**config.mk**
```make
export PLATFORM = sky130hd
export DESIGN_NAME = alu_seq
export DESIGN_NICKNAME = d
export VERILOG_FILES = /design/src/rtl/alu_seq.sv
export SDC_FILE = /design/constraint.sdc
export NUM_CORES = 1
export LEC_CHECK = 0
export BUFFER_PORTS_ARGS = -buffer_cell sky130_fd_sc_hd__buf_2
export CORE_MARGIN = 5
export CORE_UTILIZATION = 50
export CTS_BUF_LIST = sky130_fd_sc_hd__clkbuf_16
export DETAILED_ROUTE_END_ITERATION = 7
export GPL_TIMING_DRIVEN = 0
export PLACE_DENSITY = 0.84
export SYNTH_ARGS = -nofsm -noshare
export SYNTH_HDL_FRONTEND = slang
export SYNTH_SLANG_ARGS = --single-unit
```
**constraint.sdc**
```tcl
create_clock -name clk_i -period 3.4 [get_ports clk_i]
set_input_delay 0.51 -clock clk_i [delete_from_list [all_inputs] [get_ports clk_i]]
set_output_delay 0.51 -clock clk_i [all_outputs]
set_load 0.1 [all_outputs]
```
**src/rtl/alu_seq.sv**
```systemverilog
// Multi-cycle ALU with valid/ready handshake, registered result/flags and bit-serial shifts.
// Define ALU_SEQ_MUL_EN to build the iterative shift-add multiplier (opcode 8).
module alu_seq #(
  parameter int WIDTH = 8,
  parameter int SHW   = $clog2(WIDTH)
) (
  input  logic             clk_i,
  input  logic             rst_i,
  input  logic             valid_i,
  output logic             ready_o,
  input  logic [3:0]       func_i,
  input  logic [WIDTH-1:0] a_imm_i,
  input  logic [WIDTH-1:0] a_mem_i,
  input  logic [WIDTH-1:0] b_i,
  output logic             valid_o,
  output logic [WIDTH-1:0] result_o,
  output logic [WIDTH-1:0] result_hi_o,
  output logic             fz_o,
  output logic             fc_o,
  output logic             fn_o
);

  localparam int CW = SHW + 1;

  localparam logic [3:0] OP_ADI = 4'd0;
  localparam logic [3:0] OP_ADD = 4'd1;
  localparam logic [3:0] OP_SUB = 4'd2;
  localparam logic [3:0] OP_AND = 4'd3;
  localparam logic [3:0] OP_ORR = 4'd4;
  localparam logic [3:0] OP_XOR = 4'd5;
  localparam logic [3:0] OP_LSL = 4'd6;
  localparam logic [3:0] OP_LSR = 4'd7;
`ifdef ALU_SEQ_MUL_EN
  localparam logic [3:0] OP_MUL = 4'd8;
  typedef enum logic [1:0] {S_IDLE, S_SHIFT, S_MUL, S_DONE} state_e;
`else
  typedef enum logic [1:0] {S_IDLE, S_SHIFT, S_DONE} state_e;
`endif

  state_e           state_q, state_d;
  logic [CW-1:0]    cnt_q, cnt_d;
  logic             left_q, left_d;
  logic [WIDTH-1:0] sh_q, sh_d;       // shift operand; multiplier / product low word in MUL
  logic [WIDTH-1:0] res_q, res_d;
  logic             fz_q, fz_d, fc_q, fc_d, fn_q, fn_d;
`ifdef ALU_SEQ_MUL_EN
  logic [WIDTH-1:0] mcand_q, mcand_d;
  logic [WIDTH-1:0] hi_q, hi_d;
  logic [WIDTH-1:0] res_hi_q, res_hi_d;
  logic [WIDTH-1:0] wr_hi;
`endif

  logic [WIDTH:0]   sum;
  logic             wr_en, wr_c;
  logic [WIDTH-1:0] wr_res;
  logic [SHW-1:0]   amt;
  logic [WIDTH-1:0] sh_next;
  logic             bit_out;

  assign amt     = b_i[SHW-1:0];
  assign sh_next = left_q ? {sh_q[WIDTH-2:0], 1'b0} : {1'b0, sh_q[WIDTH-1:1]};
  assign bit_out = left_q ? sh_q[WIDTH-1] : sh_q[0];

  always_comb begin
    // NOTE: every signal written here gets a default first so no latch can be inferred.
    state_d = state_q;
    cnt_d   = cnt_q;
    left_d  = left_q;
    sh_d    = sh_q;
    res_d   = res_q;
    fz_d    = fz_q;
    fc_d    = fc_q;
    fn_d    = fn_q;
`ifdef ALU_SEQ_MUL_EN
    mcand_d  = mcand_q;
    hi_d     = hi_q;
    res_hi_d = res_hi_q;
    wr_hi    = '0;
`endif
    sum    = '0;
    wr_en  = 1'b0;
    wr_c   = 1'b0;
    wr_res = '0;

    case (state_q)
      S_IDLE: begin
        if (valid_i) begin
          state_d = S_DONE;
          wr_en   = 1'b1;
          case (func_i)
            OP_ADI: begin
              sum    = {1'b0, b_i} + {1'b0, a_imm_i};
              wr_res = sum[WIDTH-1:0];
              wr_c   = sum[WIDTH];
            end
            OP_ADD: begin
              sum    = {1'b0, b_i} + {1'b0, a_mem_i};
              wr_res = sum[WIDTH-1:0];
              wr_c   = sum[WIDTH];
            end
            OP_SUB: begin
              // Zero-extended difference: the top bit is the unsigned borrow.
              sum    = {1'b0, b_i} - {1'b0, a_mem_i};
              wr_res = sum[WIDTH-1:0];
              wr_c   = sum[WIDTH];
            end
            OP_AND: wr_res = b_i & a_mem_i;
            OP_ORR: wr_res = b_i | a_mem_i;
            OP_XOR: wr_res = b_i ^ a_mem_i;
            OP_LSL, OP_LSR: begin
              if (amt == '0) begin
                wr_res = a_mem_i;
              end else begin
                state_d = S_SHIFT;
                wr_en   = 1'b0;
                sh_d    = a_mem_i;
                cnt_d   = CW'(amt);
                left_d  = (func_i == OP_LSL);
              end
            end
`ifdef ALU_SEQ_MUL_EN
            OP_MUL: begin
              state_d = S_MUL;
              wr_en   = 1'b0;
              mcand_d = a_mem_i;
              sh_d    = b_i;
              hi_d    = '0;
              cnt_d   = CW'(WIDTH);
            end
`endif
            default: ;  // illegal opcode: zero result, zero flag set
          endcase
        end
      end
      S_SHIFT: begin
        sh_d  = sh_next;
        cnt_d = cnt_q - 1'b1;
        if (cnt_q == CW'(1)) begin
          state_d = S_DONE;
          wr_en   = 1'b1;
          wr_res  = sh_next;
          wr_c    = bit_out;
        end
      end
`ifdef ALU_SEQ_MUL_EN
      S_MUL: begin
        sum          = {1'b0, hi_q} + (sh_q[0] ? {1'b0, mcand_q} : {(WIDTH+1){1'b0}});
        {hi_d, sh_d} = {sum, sh_q[WIDTH-1:1]};
        cnt_d        = cnt_q - 1'b1;
        if (cnt_q == CW'(1)) begin
          state_d = S_DONE;
          wr_en   = 1'b1;
          wr_res  = sh_d;
          wr_hi   = hi_d;
          wr_c    = |hi_d;
        end
      end
`endif
      S_DONE:  state_d = S_IDLE;
      default: state_d = S_IDLE;
    endcase

    if (wr_en) begin
      res_d = wr_res;
      fz_d  = (wr_res == '0);
      fn_d  = wr_res[WIDTH-1];
      fc_d  = wr_c;
`ifdef ALU_SEQ_MUL_EN
      res_hi_d = wr_hi;
`endif
    end
  end

  always_ff @(posedge clk_i) begin
    if (rst_i) begin
      state_q <= S_IDLE;
      cnt_q   <= '0;
      left_q  <= 1'b0;
      sh_q    <= '0;
      res_q   <= '0;
      fz_q    <= 1'b0;
      fc_q    <= 1'b0;
      fn_q    <= 1'b0;
`ifdef ALU_SEQ_MUL_EN
      mcand_q  <= '0;
      hi_q     <= '0;
      res_hi_q <= '0;
`endif
    end else begin
      state_q <= state_d;
      cnt_q   <= cnt_d;
      left_q  <= left_d;
      sh_q    <= sh_d;
      res_q   <= res_d;
      fz_q    <= fz_d;
      fc_q    <= fc_d;
      fn_q    <= fn_d;
`ifdef ALU_SEQ_MUL_EN
      mcand_q  <= mcand_d;
      hi_q     <= hi_d;
      res_hi_q <= res_hi_d;
`endif
    end
  end

  assign ready_o  = (state_q == S_IDLE);
  assign valid_o  = (state_q == S_DONE);
  assign result_o = res_q;
  assign fz_o     = fz_q;
  assign fc_o     = fc_q;
  assign fn_o     = fn_q;
`ifdef ALU_SEQ_MUL_EN
  assign result_hi_o = res_hi_q;
`else
  assign result_hi_o = '0;
`endif

endmodule

```
After elaboration in Yosys (flattened, before gate mapping)
Index checks and enable logic that the tools add are counted.
{"block": "totals", "in_bits": 31, "elab_cells": 68, "output_inout_bits": 21, "reg_bits": 26}
{"block": "op_classes", "n_eq_ne": 14, "mux": 29, "addsub": 4, "n_reduce_logical": 9, "bitwise_logic": 4}
{"op": "$mux 8", "n": 7}
{"op": "$pmux 8 s7", "n": 1}
{"op": "$pmux 8 s2", "n": 2}
{"op": "$add 8x8->9", "n": 2}
{"op": "$eq 4x3->1 const B", "n": 4}
{"op": "$mux 4", "n": 3}
{"op": "$sub 8x8->9", "n": 1}
{"op": "$and 8x8->8", "n": 1}
{"op": "$eq 4x1->1 const B", "n": 2}
{"op": "$eq 4x2->1 const B", "n": 2}
{"op": "$logic_not 8->1", "n": 1}
{"op": "$mux 2", "n": 4}
{"op": "$or 8x8->8", "n": 1}
{"op": "$pmux 4 s2", "n": 1}
{"op": "$reduce_and 4->1", "n": 2}
{"op": "$xor 8x8->8", "n": 1}
{"op": "$mux 1", "n": 7}
{"op": "$ne 2x2->1 const B", "n": 3}
{"op": "$logic_not 4->1", "n": 1}
{"op": "$pmux 1 s2", "n": 2}
{"op": "$pmux 2 s2", "n": 1}
{"op": "$sub 4x1->4 const B", "n": 1}
{"op": "$logic_not 3->1", "n": 1}
{"op": "$pmux 1 s3", "n": 1}
{"op": "8 further kinds", "n": 8}

Longest topological paths before layout
Gate-level depths: netlist of the first run.
{"block": "logic_depth", "ltp_word": 6, "depth_mapped": 11, "mapped_depth_nobuf": 11}

Least setup slack after synthesis of the first run
Ideal clock, no wire load.
{"block": "synth_timing", "kind": "register to register", "start": "register state_q[1]", "end": "register fz_q (netlist: fz_o)", "path_stages_with_launch": 8, "path_slack_ps": 524, "arrival_ps": 2806, "synth_period_minus_slack_ps": 2876, "path_buffers": 0, "setup_time_ps": 70, "required_time_ps": 3330, "cell_sequence": "dfxtp_1 > nor2_1 > nand2_1 > o32ai_1 > o21a_1 > nand4_1 > or3b_1 > a21oi_1"}
{"block": "synth_between", "elab_chain_cells": 3, "elab_cells_between_ends": 5, "cone_classes": "eq/ne: 1; mux: 2; reduce/logical: 2"}
{"item": "from (decl)", "line_no": "40", "rtl": "state_e state_q, state_d;"}
{"item": "from (signal assigned)", "line_no": "190", "rtl": "state_q <= state_d;"}
{"item": "$logic_not 2->1 (*)"}
{"item": "net ready_o", "line_no": "10", "rtl": "output logic ready_o,"}
{"item": "$pmux 8 s2", "line_no": "85", "rtl": "case (state_q)"}
{"item": "$logic_not 8->1", "line_no": "165", "rtl": "fz_d = (wr_res == '0);"}
{"item": "to (signal assigned)", "line_no": "195", "rtl": "fz_q <= fz_d;"}
{"item": "to (decl)", "line_no": "45", "rtl": "logic fz_q, fz_d, fc_q, fc_d, fn_q, fn_d;"}
Mark *: on every way through the listed nets, which the timed path passes. The rest lies on a longest branch.
A chain may end at the register's enable or synchronous reset.

Final worst setup path of the first run
{"block": "layout_timing", "start": "input port b_i[1]", "end": "register res_q[6] (netlist: result_o[6])"}
{"block": "layout_between", "elab_chain_cells": 5, "elab_cells_between_ends": 12, "cone_classes": "add/sub: 3; mux: 8; reduce/logical: 1"}
{"item": "from (decl)", "line_no": "14", "rtl": "input logic [WIDTH-1:0] b_i,"}
{"item": "branches (longest 5 deep; another with $sub 8x8->9)"}
{"item": "to (signal assigned)", "line_no": "194", "rtl": "res_q <= res_d;"}
{"item": "to (decl)", "line_no": "44", "rtl": "logic [WIDTH-1:0] res_q, res_d;"}
Parallel ways; which one is timed is not known.

==> results of run 1 <==
[cells in the final DEF, fill, tap and decap left out, drive strengths merged, types with 6 or more instances in the layout]
cell type   n
inv        27
a211oi      8
buf        54
nor2b       8
o21a        9
nand2b      6
clkbuf     22
conb        8
mux2i       7
nand3       8
nor2       41
nor3       11
o21ai      15
ha         35
dfxtp      25
xnor2       7
a221oi      7
nand2      29
a21oi      33
[power groups by stage]
| stage | Clock (mW) | Combinational, mW | Sequential (mW) |
|---|---|---|---|
| 2_1_floorplan | 0 | 0.287 | 0.357 |
| 3_3_place_gp | 0 | 0.418 | 0.319 |
| 3_5_place_dp | 0 | 0.425 | 0.319 |
| 4_1_cts | 0.261 | 0.427 | 0.313 |
| 5_1_grt | 0.278 | 0.469 | 0.314 |
| 6_report | 0.258 | 0.433 | 0.313 |
[final cells by class]
cell class	instances	area (µm²)	area share [%]
Clock inverter	1	3.754	0.1121
Sequential cell	25	500.5	14.95
Multi-Input combinational cell	316	2206	65.91
Inverter	26	97.59	2.916
Timing Repair Buffer	40	200.2	5.981
Tap cell	75	93.84	2.804
Buffer	33	170.2	5.084
Clock buffer	3	75.07	2.243
[flip-flops by register name (all words and copies together) (netlist names)]
signal    cells
result_o      8
fz_o          1
fc_o          1
state_q       2
left_q        1
sh_q          8
cnt_q         4
[how the worst max path moves through the flow]
stage / start / to / slack (ns) / cells after the start
final: b_i[1] / result_o[6] / 0.34 / 11
after global routing: b_i[1] / result_o[6] / 0.14 / 11
after CTS: b_i[1] / result_o[6] / 0.40 / 11
after detailed placement: b_i[1] / result_o[6] / 0.13 / 11
after global placement: b_i[1] / result_o[6] / 0.27 / 11
after floorplan: state_q[1] / fz_o / 0.52 / 7
[stage by stage]
| step | utilization (%) | hold WS, ns | instances | area, µm² | setup slack (ns) |
|---|---|---|---|---|---|
| finish | 57.55 | 0.4524 | 519 | 3347 | 0.3404 |
| global route | 57.55 | 0.4738 | 519 | 3347 | 0.1450 |
| CTS | 57.55 | 0.4552 | 519 | 3347 | 0.3979 |
| detailed placement | 56.20 | 0.4426 | 515 | 3268 | 0.1285 |
| global placement | 56.20 | 0.4423 | 515 | 3268 | 0.2718 |
| floorplan | - | 0.4640 | 400 | 2974 | 0.5238 |
[per-layer routing]
layer  global-route usage [%]  vias to the layer above  share of wire (%)
li1                         -                     1513                  -
met1                    30.74                     1416                 44
met2                    37.27                      143                 46
met3                    3.327                       25                6.9
met4                    6.516                        0                2.9
met5                        0                        -                  0
[worst reg2reg max path, stage by stage (launching register included)]
cell     delay (ns)
dfxtp_1        0.34
inv_1          0.08
ha_1           0.20
nor3b_1        0.19
and3_4         0.18
a311o_1        0.33
nor4_2         0.23
o21ai_1        0.12
o32ai_2        0.28
or3b_1         0.39
a21oi_1        0.15
[kinds of logic after synthesis]
| family | count (synthesis) | synth area share [%] |
|---|---|---|
| mux | 11 | 4.032 |
| buf+inv | 59 | 9.082 |
| fa+ha+maj | 37 | 16.21 |
| flops | 25 | 16.98 |
| other cells | 1 | 0.1272 |
| xor+xnor | 9 | 2.674 |
| simple gates | 135 | 23.51 |
| compound gates | 116 | 27.38 |
==> run summary, run 1 <==
cell count after synthesis: 393
Sink Count: 25
CP Launch Type: primary input
crit-path max FO: 6
Final ANT Viol Nets: 0
CTS Hold Buffers Added: 0
Detailed Route WL: 8.583 mm
die width: 86.79 µm
Post-synth EDFFs: 0
most area-consuming cells after synthesis: dfxtp_1 (17%), ha_1 (15%), a21oi_1 (5.6%)
worst r2r src: cnt_q[1]
R2R Path End: fz_o
vias in the first global route: 2,832
H-Tree Depth: 1
final setup violation count: 0
leading area contributor after synthesis: dfxtp_1
DRC: 0
initial antenna violation count: 0
Seq pwr share: 31.2%
# IOs: 52
Post-synth ARST share: 0%
CP Class: primary input to flop
Synth top area share: 16.98%
Pwr Total: 1.004 mW
global-route wire length before repair: 13.86 mm
Core Rows: 28
Syn Area/Cell: 7.501 µm²
RSZ-0062 raised after global routing: no
power per cell area: 300.0 nW/µm²
Syn-to-layout area delta: 13.54%
CP delay by family, top: compound AO/OA/AOI/OAI gates
maximum vdd drop: 0.3194 mV
Crit path required time: 3.53 ns
NetSw: 0.4009 mW
die area: 7532 µm²
final net count: 513
Core Area: 5816 µm²
TritonRoute pass-1 iters: 7
Ys Warns: 0
post-cts sizing count: 0
CTS clock-pin slew for the worst setup and hold paths: 0.06 ns
count of cell types in the netlist: 68
CP max-delay cell: a2111oi_0
crit path cell chain: buf_2 > inv_1 > ha_1 > a211o_1 > a2111oi_0 > nor3_1 > a221oi_1 > a21oi_1 > a311oi_1 > a2bb2oi_1 > nor2_1
top cells by count, synth: nor2_1 (41), ha_1 (35), a21oi_1 (33)
Die Height: 86.79 µm
Slew Viols, Final: 0
# diodes: 0
Peak Freq: 326.8 MHz
setup total negative slack: 0 ns
Final Hold Viols: 0
Vias: 3,097
crit end category: flop
crit path buf inv count: 2
Clk network pwr share: 25.7%
post-DR wirelength/cell: 16.54 µm
hold_sp: result_o[3]
total clock buffers created by CTS: 3
top-count cell post-synth: nor2_1
Slew headroom: 7.067%
Lkg Pwr: 1.436 nW
CTS tree: built
gpl congestion: 0.9418
Post-synth top flop: dfxtp_1
FILL cells: 575
maximum root-to-sink buffer count: 2
Int Pwr: 0.6031 mW
#FFs+latches synth: 25
largest net degree at the start of global routing: 14
hold depth: 2
fin crit share: 89.99%
combinational power share: 43.2%
worst skew pair latency: 0.26 ns
share of layout cells above drive strength 1: 15.99%
post-synthesis sequential area ratio: 16.98%
root buffer cell: clkbuf_16
hold endpoint: result_o[3]
CP max stage delay: 0.48 ns
type of the most critical hold path: flop to flop
Initial Utilization: 50.69%
gr ovfl total: 0
fin crit period: 3.060 ns
max-cap viol count: 0
Synth Cell Area: 2948 µm²
R2R Setup Slk: 0.84 ns
CP Data Arrival Time: 3.19 ns
Setup Buffers After CTS: 0
DR iter-0 viols: 287
status: finished clean
Tot GR Track Use: 22.70%
Vias per Instance: 5.967
worst-margin pin slew: 1.375 ns
PortBufs: 40
Worst Skew: 0.002324 ns
Worst R2R Path Depth: 10
Sw Ratio: 39.93%
post-DP HPWL: 6.850 mm
No activity file was read; power rests on OpenSTA's default activity.
==> run 2: changes to the inputs <==
--- a/config.mk
+++ b/config.mk
@@ -12,6 +12,7 @@
 export DETAILED_ROUTE_END_ITERATION = 7
 export GPL_TIMING_DRIVEN = 0
 export PLACE_DENSITY = 0.84
+export RECOVER_POWER = 25
 export SYNTH_ARGS = -nofsm -noshare
 export SYNTH_HDL_FRONTEND = slang
 export SYNTH_SLANG_ARGS = --single-unit
==> run summary, run 2 (synthesized netlist as in run 1, its figures left out) <==
die area: 7532 µm² (unchanged)
gr ovfl total: 0 (unchanged)
Worst Skew: 0.002129 ns (-0.0001942 ns)
die width: 86.79 µm (unchanged)
NetSw: 0.3995 mW (-0.36%)
hold_sp: result_o[3]
CP max-delay cell: a2111oi_0
CP Data Arrival Time: 3.19 ns (about the same)
share of layout cells above drive strength 1: 13.96% (-2.0 points)
Tot GR Track Use: 22.70% (unchanged)
crit end category: flop
PortBufs: 40 (unchanged)
type of the most critical hold path: flop to flop
DR iter-0 viols: 271 (-5.6%)
placed cells: 515 (unchanged)
Core Area: 5816 µm² (unchanged)
H-Tree Depth: 1 (unchanged)
crit path cell chain: buf_2 > inv_1 > ha_1 > a211o_1 > a2111oi_0 > nor3_1 > a221oi_1 > a21oi_1 > a311oi_1 > a2bb2oi_1 > nor2_1
Syn-to-layout area delta: 13.16%
root buffer cell: clkbuf_16
Sink Count: 25 (unchanged)
CTS Hold Buffers Added: 0 (unchanged)
post-DP HPWL: 6.850 mm (unchanged)
status: finished clean
Crit path required time: 3.53 ns (about the same)
Die Height: 86.79 µm (unchanged)
Lkg Pwr: 1.398 nW (-2.6%)
Worst Setup SP: b_i[1]
final instance area: 3336 µm² (-0.34%)
fin crit period: 3.060 ns (+0.0001950 ns)
Final ANT Viol Nets: 0 (unchanged)
CTS clock-pin slew for the worst setup and hold paths: 0.06 ns (about the same)
Hold WS: 0.4546 ns (+0.002172 ns)
Slew headroom: 4.908% (-2.2 points)
maximum root-to-sink buffer count: 2 (unchanged)
total clock buffers created by CTS: 3 (unchanged)
Final Non-Filler Cells: 519 (unchanged)
# IOs: 52 (unchanged)
CP max stage delay: 0.48 ns (about the same)
largest net degree at the start of global routing: 14 (unchanged)
most common cell after layout, fill and taps aside: nor2_1
gpl congestion: 0.9418 (unchanged)
post-DR wirelength/cell: 16.60 µm (+0.37%)
crit-path max FO: 6 (unchanged)
R2R Setup Slk: 0.82 ns (-0.02 ns)
Vias per Instance: 5.985 (+0.29%)
maximum vdd drop: 0.3160 mV (-1.1%)
worst-margin pin slew: 1.407 ns (+0.03195 ns)
TritonRoute pass-1 iters: 6 (-1)
final setup violation count: 0 (unchanged)
worst skew pair latency: 0.26 ns (about the same)
Core Rows: 28 (unchanged)
Clk network pwr share: 25.5% (-0.2 points)
RSZ-0062 raised after global routing: no
initial antenna violation count: 0 (unchanged)
CTS tree: built
setup total negative slack: 0 ns (unchanged)
Setup Buffers After CTS: 0 (unchanged)
fin crit share: 89.99% (about the same)
commonest cells after routing, fill and taps aside: nor2_1 (41), ha_1 (35), buf_2 (34), a21oi_1 (33), nand2_1 (29)
Final Hold Viols: 0 (unchanged)
Slew Viols, Final: 0 (unchanged)
placed inst area: 3268 µm² (unchanged)
Seq pwr share: 31.3% (about the same)
Pwr Total: 1.001 mW (-0.29%)
power per cell area: 300.1 nW/µm² (about the same)
combinational power share: 43.2% (about the same)
Peak Freq: 326.8 MHz (about the same)
post-cts sizing count: 0 (unchanged)
CP Class: primary input to flop
max-cap viol count: 0 (unchanged)
final net count: 513 (unchanged)
# diodes: 0 (unchanged)
Initial Utilization: 50.69% (unchanged)
DRC: 0 (unchanged)
Vias: 3,106 (+0.29%)
Int Pwr: 0.6016 mW (-0.25%)
Sw Ratio: 39.90% (about the same)
worst r2r src: cnt_q[1]
CP Launch Type: primary input
Detailed Route WL: 8.615 mm (+0.37%)
global-route wire length before repair: 13.86 mm (unchanged)
vias in the first global route: 2,832 (unchanged)
==> run 2: cell types whose count changed in the layout (fill, tap and decap cells not counted), sizes merged <==
cell / delta
clkbuf: +9
buf: -9
==> run 2: final cells by class <==
| class | instances | area (µm²) |
|---|---|---|
| Tap cell | 75 | 93.84 |
| Fill cell | 577 | 2480 |
| Clock inverter | 1 | 3.754 |
| Sequential cell | 25 | 500.5 |
| Multi-Input combinational cell | 316 | 2206 |
| Clock buffer | 3 | 75.07 |
| Timing Repair Buffer | 40 | 188.9 |
| Buffer | 33 | 170.2 |
| Inverter | 26 | 97.59 |
==> run 2: final timing paths <==
path,endpoint,depth (start not counted)
max,result_o[6],11
max reg2reg,fz_o,10
min reg2reg,result_o[3],2
min,result_o[3],2
==> run 2: power by group through the flow <==
stage | registers (mW) | logic [mW] | clock network [mW]
2_1_floorplan | 0.357 | 0.287 | 0
3_3_place_gp | 0.319 | 0.418 | 0
3_5_place_dp | 0.319 | 0.425 | 0
4_1_cts | 0.313 | 0.427 | 0.261
5_1_grt | 0.314 | 0.468 | 0.278
6_report | 0.313 | 0.433 | 0.255
==> run 2: routing by layer <==
layer	vias to the layer above	wire length (µm)	global-route usage, %
met2	143	3995	37.27
met1	1427	3775	30.74
met4	0	248	6.516
met5	-	0	0
li1	1511	-	-
met3	25	596	3.327
==> run 2: stage by stage <==
stage	worst slack (ns)	util, %
finish	0.3402	57.36
global route	0.1450	57.36
CTS	0.3979	57.55
detailed placement	0.1285	56.20
global placement	0.2718	56.20
floorplan	0.5238	-
==> run 2: critical path: cells and delay by family <==
family | cells | cell delay [ns]
fa+ha+maj | 1 | 0.37
simple gates | 2 | 0.23
buf+inv | 2 | 0.27
compound gates | 6 | 1.80
==> run 3: changes to the inputs <==
--- a/config.mk
+++ b/config.mk
@@ -11,7 +11,7 @@
 export CTS_BUF_LIST = sky130_fd_sc_hd__clkbuf_16
 export DETAILED_ROUTE_END_ITERATION = 7
 export GPL_TIMING_DRIVEN = 0
-export PLACE_DENSITY = 0.84
+export PLACE_DENSITY = 0.86
 export RECOVER_POWER = 25
 export SYNTH_ARGS = -nofsm -noshare
 export SYNTH_HDL_FRONTEND = slang
==> constraint.sdc (replaced) <==
create_clock -name clk_i -period 2.8 [get_ports clk_i]
set_input_delay 0.42 -clock clk_i [delete_from_list [all_inputs] [get_ports clk_i]]
set_output_delay 0.42 -clock clk_i [all_outputs]
set_load 0.1 [all_outputs]
==> run summary, run 3 (synthesized netlist as in run 1, its figures left out) <==
status: finished clean
crit-path max FO: 10 (+4)
vias in the first global route: 2,947 (+4.1%)
power per cell area: 363.1 nW/µm² (+21%)
R2R Setup Slk: 0.09 ns (-0.73 ns)
CTS tree: built
worst skew pair latency: 0.26 ns (about the same)
Syn-to-layout area delta: 15.66%
Worst R2R Path Depth: 9 (-1)
crit end category: flop
Slew Viols, Final: 0 (unchanged)
DR iter-0 viols: 388 (+43%)
combinational power share: 43.8% (+0.6 points)
Int Pwr: 0.7394 mW (+23%)
NetSw: 0.4985 mW (+25%)
worst-margin pin slew: 1.185 ns (-0.2223 ns)
Final Hold Viols: 0 (unchanged)
fin crit period: 2.729 ns
CTS clock-pin slew for the worst setup and hold paths: 0.06 ns (about the same)
Peak Freq: 366.5 MHz
Sink Count: 25 (unchanged)
Initial Utilization: 50.69% (unchanged)
met2 wire len: 3.969 mm (-0.65%)
Setup Buffers After CTS: 0 (unchanged)
Detailed Route WL: 8.641 mm (+0.30%)
# IOs: 52 (unchanged)
post-DR wirelength/cell: 16.65 µm (+0.30%)
RSZ-0062 raised after global routing: yes
Worst Skew: 0.002045 ns (-0.00008494 ns)
initial antenna violation count: 0 (unchanged)
# diodes: 0 (unchanged)
Final ANT Viol Nets: 0 (unchanged)
CTS Hold Buffers Added: 0 (unchanged)
Slew headroom: 21.35% (+16 points)
largest net degree at the start of global routing: 14 (unchanged)
CP Launch Type: primary input
root buffer cell: clkbuf_16
max-cap viol count: 0 (unchanged)
Seq pwr share: 30.7% (-0.6 points)
most common cell after layout, fill and taps aside: nor2_1
Worst Setup SP: a_mem_i[5]
fin crit share: 97.45%
M1 wire length: 3.701 mm (-2.0%)
global-route wire length before repair: 13.99 mm (+1.0%)
die area: 7532 µm² (unchanged)
CP Class: primary input to flop
commonest cells after routing, fill and taps aside: nor2_1 (40), buf_2 (34), ha_1 (34), a21oi_1 (32), nand2_1 (29)
die width: 86.79 µm (unchanged)
Clk network pwr share: 25.5% (about the same)
TritonRoute pass-1 iters: 6 (unchanged)
crit-path most repeated cell: inv_1
final net count: 513 (unchanged)
Core Rows: 28 (unchanged)
gpl congestion: 0.9117 (-3.2%)
share of layout cells above drive strength 1: 17.34% (+3.4 points)
PortBufs: 40 (unchanged)
crit path cell chain: buf_2 > inv_1 > ha_1 > clkbuf_4 > inv_1 > a32oi_1 > o21ai_0 > nor4_2 > o21ai_1 > o32ai_2 > or3b_1 > a21oi_1
Crit path required time: 2.99 ns (-0.54 ns)
total clock buffers created by CTS: 3 (unchanged)
maximum root-to-sink buffer count: 2 (unchanged)
post-DP HPWL: 6.789 mm (-0.90%)
Pwr Total: 1.238 mW (+24%)
Routed met3 length: 693 µm (+16%)
capture point of the critical path: fz_o
Die Height: 86.79 µm (unchanged)
maximum vdd drop: 0.3624 mV (+15%)
final setup violation count: 0 (unchanged)
CP Data Arrival Time: 2.92 ns (-0.27 ns)
Lkg Pwr: 1.415 nW (+1.2%)
DRC: 0 (unchanged)
setup total negative slack: 0 ns (unchanged)
Sw Ratio: 40.27% (+0.37 points)
hold_sp: result_o[5]
Top Metal Used: met4
R2R Path End: fz_o
type of the most critical hold path: flop to flop
CP max-delay cell: or3b_1
Vias per Instance: 6.079 (+1.6%)
Core Area: 5816 µm² (unchanged)
Tot GR Track Use: 22.81% (+0.11 points)
H-Tree Depth: 1 (unchanged)
CP max stage delay: 0.39 ns (-0.09 ns)
gr ovfl total: 0 (unchanged)
worst r2r src: state_q[1]
Vias: 3,155 (+1.6%)
run 3: how the worst min path moves through the flow:
stage,end,slack [ns],cells after the start
3_5_place_dp,result_o[0],0.45,2
3_3_place_gp,result_o[2],0.44,2
2_1_floorplan,sh_q[1],0.46,2
6_report,result_o[5],0.46,2
5_1_grt,result_o[0],0.49,2
4_1_cts,result_o[3],0.46,2
run 3: worst max-delay path, delay by kind of cell:
kind / cells / cell delay, ns
buffers and inverters: 4 / 0.54
AOI/OAI and AO/OA: 5 / 0.92
and+or+nand+nor: 2 / 0.67
adders and majority gates: 1 / 0.35
run 3: area by class of cell:
class,count,area [µm²]
buffer,33,173.9
clock buffer,3,75.07
clock inverter,1,3.754
fill,553,2406
inverter,26,97.59
multi-input combinational,316,2276
sequential,25,500.5
tap,75,93.84
timing repair buffer,40,188.9
run 3: power by group through the flow:
stage | Sequential (mW) | Clock, mW | Combinational [mW]
2_1_floorplan | 0.434 | 0 | 0.349
3_3_place_gp | 0.387 | 0 | 0.504
4_1_cts | 0.380 | 0.321 | 0.521
5_1_grt | 0.382 | 0.332 | 0.586
3_5_place_dp | 0.388 | 0 | 0.515
6_report | 0.380 | 0.316 | 0.542
run 3: what timing repair did:
item,4_1_cts,5_1_grt
resized for setup,3,14
pin swaps,1,2
setup endpoints to repair,2,3
hold endpoints to repair,0,0
run 3: per-stage QoR:
| step | cells | hold WS, ns | instance area, µm² | setup WS, ns | utilization [%] |
|---|---|---|---|---|---|
| after global routing | 519 | 0.4854 | 3410 | -0.01446 | 58.63 |
| after floorplan | 400 | 0.4640 | 2977 | 0.2192 | - |
| final | 519 | 0.4572 | 3410 | 0.07128 | 58.63 |
| after CTS | 519 | 0.4615 | 3362 | -0.01029 | 57.81 |
| after global placement | 515 | 0.4440 | 3271 | -0.2412 | 56.24 |
| after detailed placement | 515 | 0.4475 | 3271 | -0.3305 | 56.24 |
run 3: layer usage:
metal,up-vias,global-route usage (%)
li1,1523,-
met1,1452,31.24
met2,152,36.30
met3,28,3.422
met4,0,7.932
met5,-,0
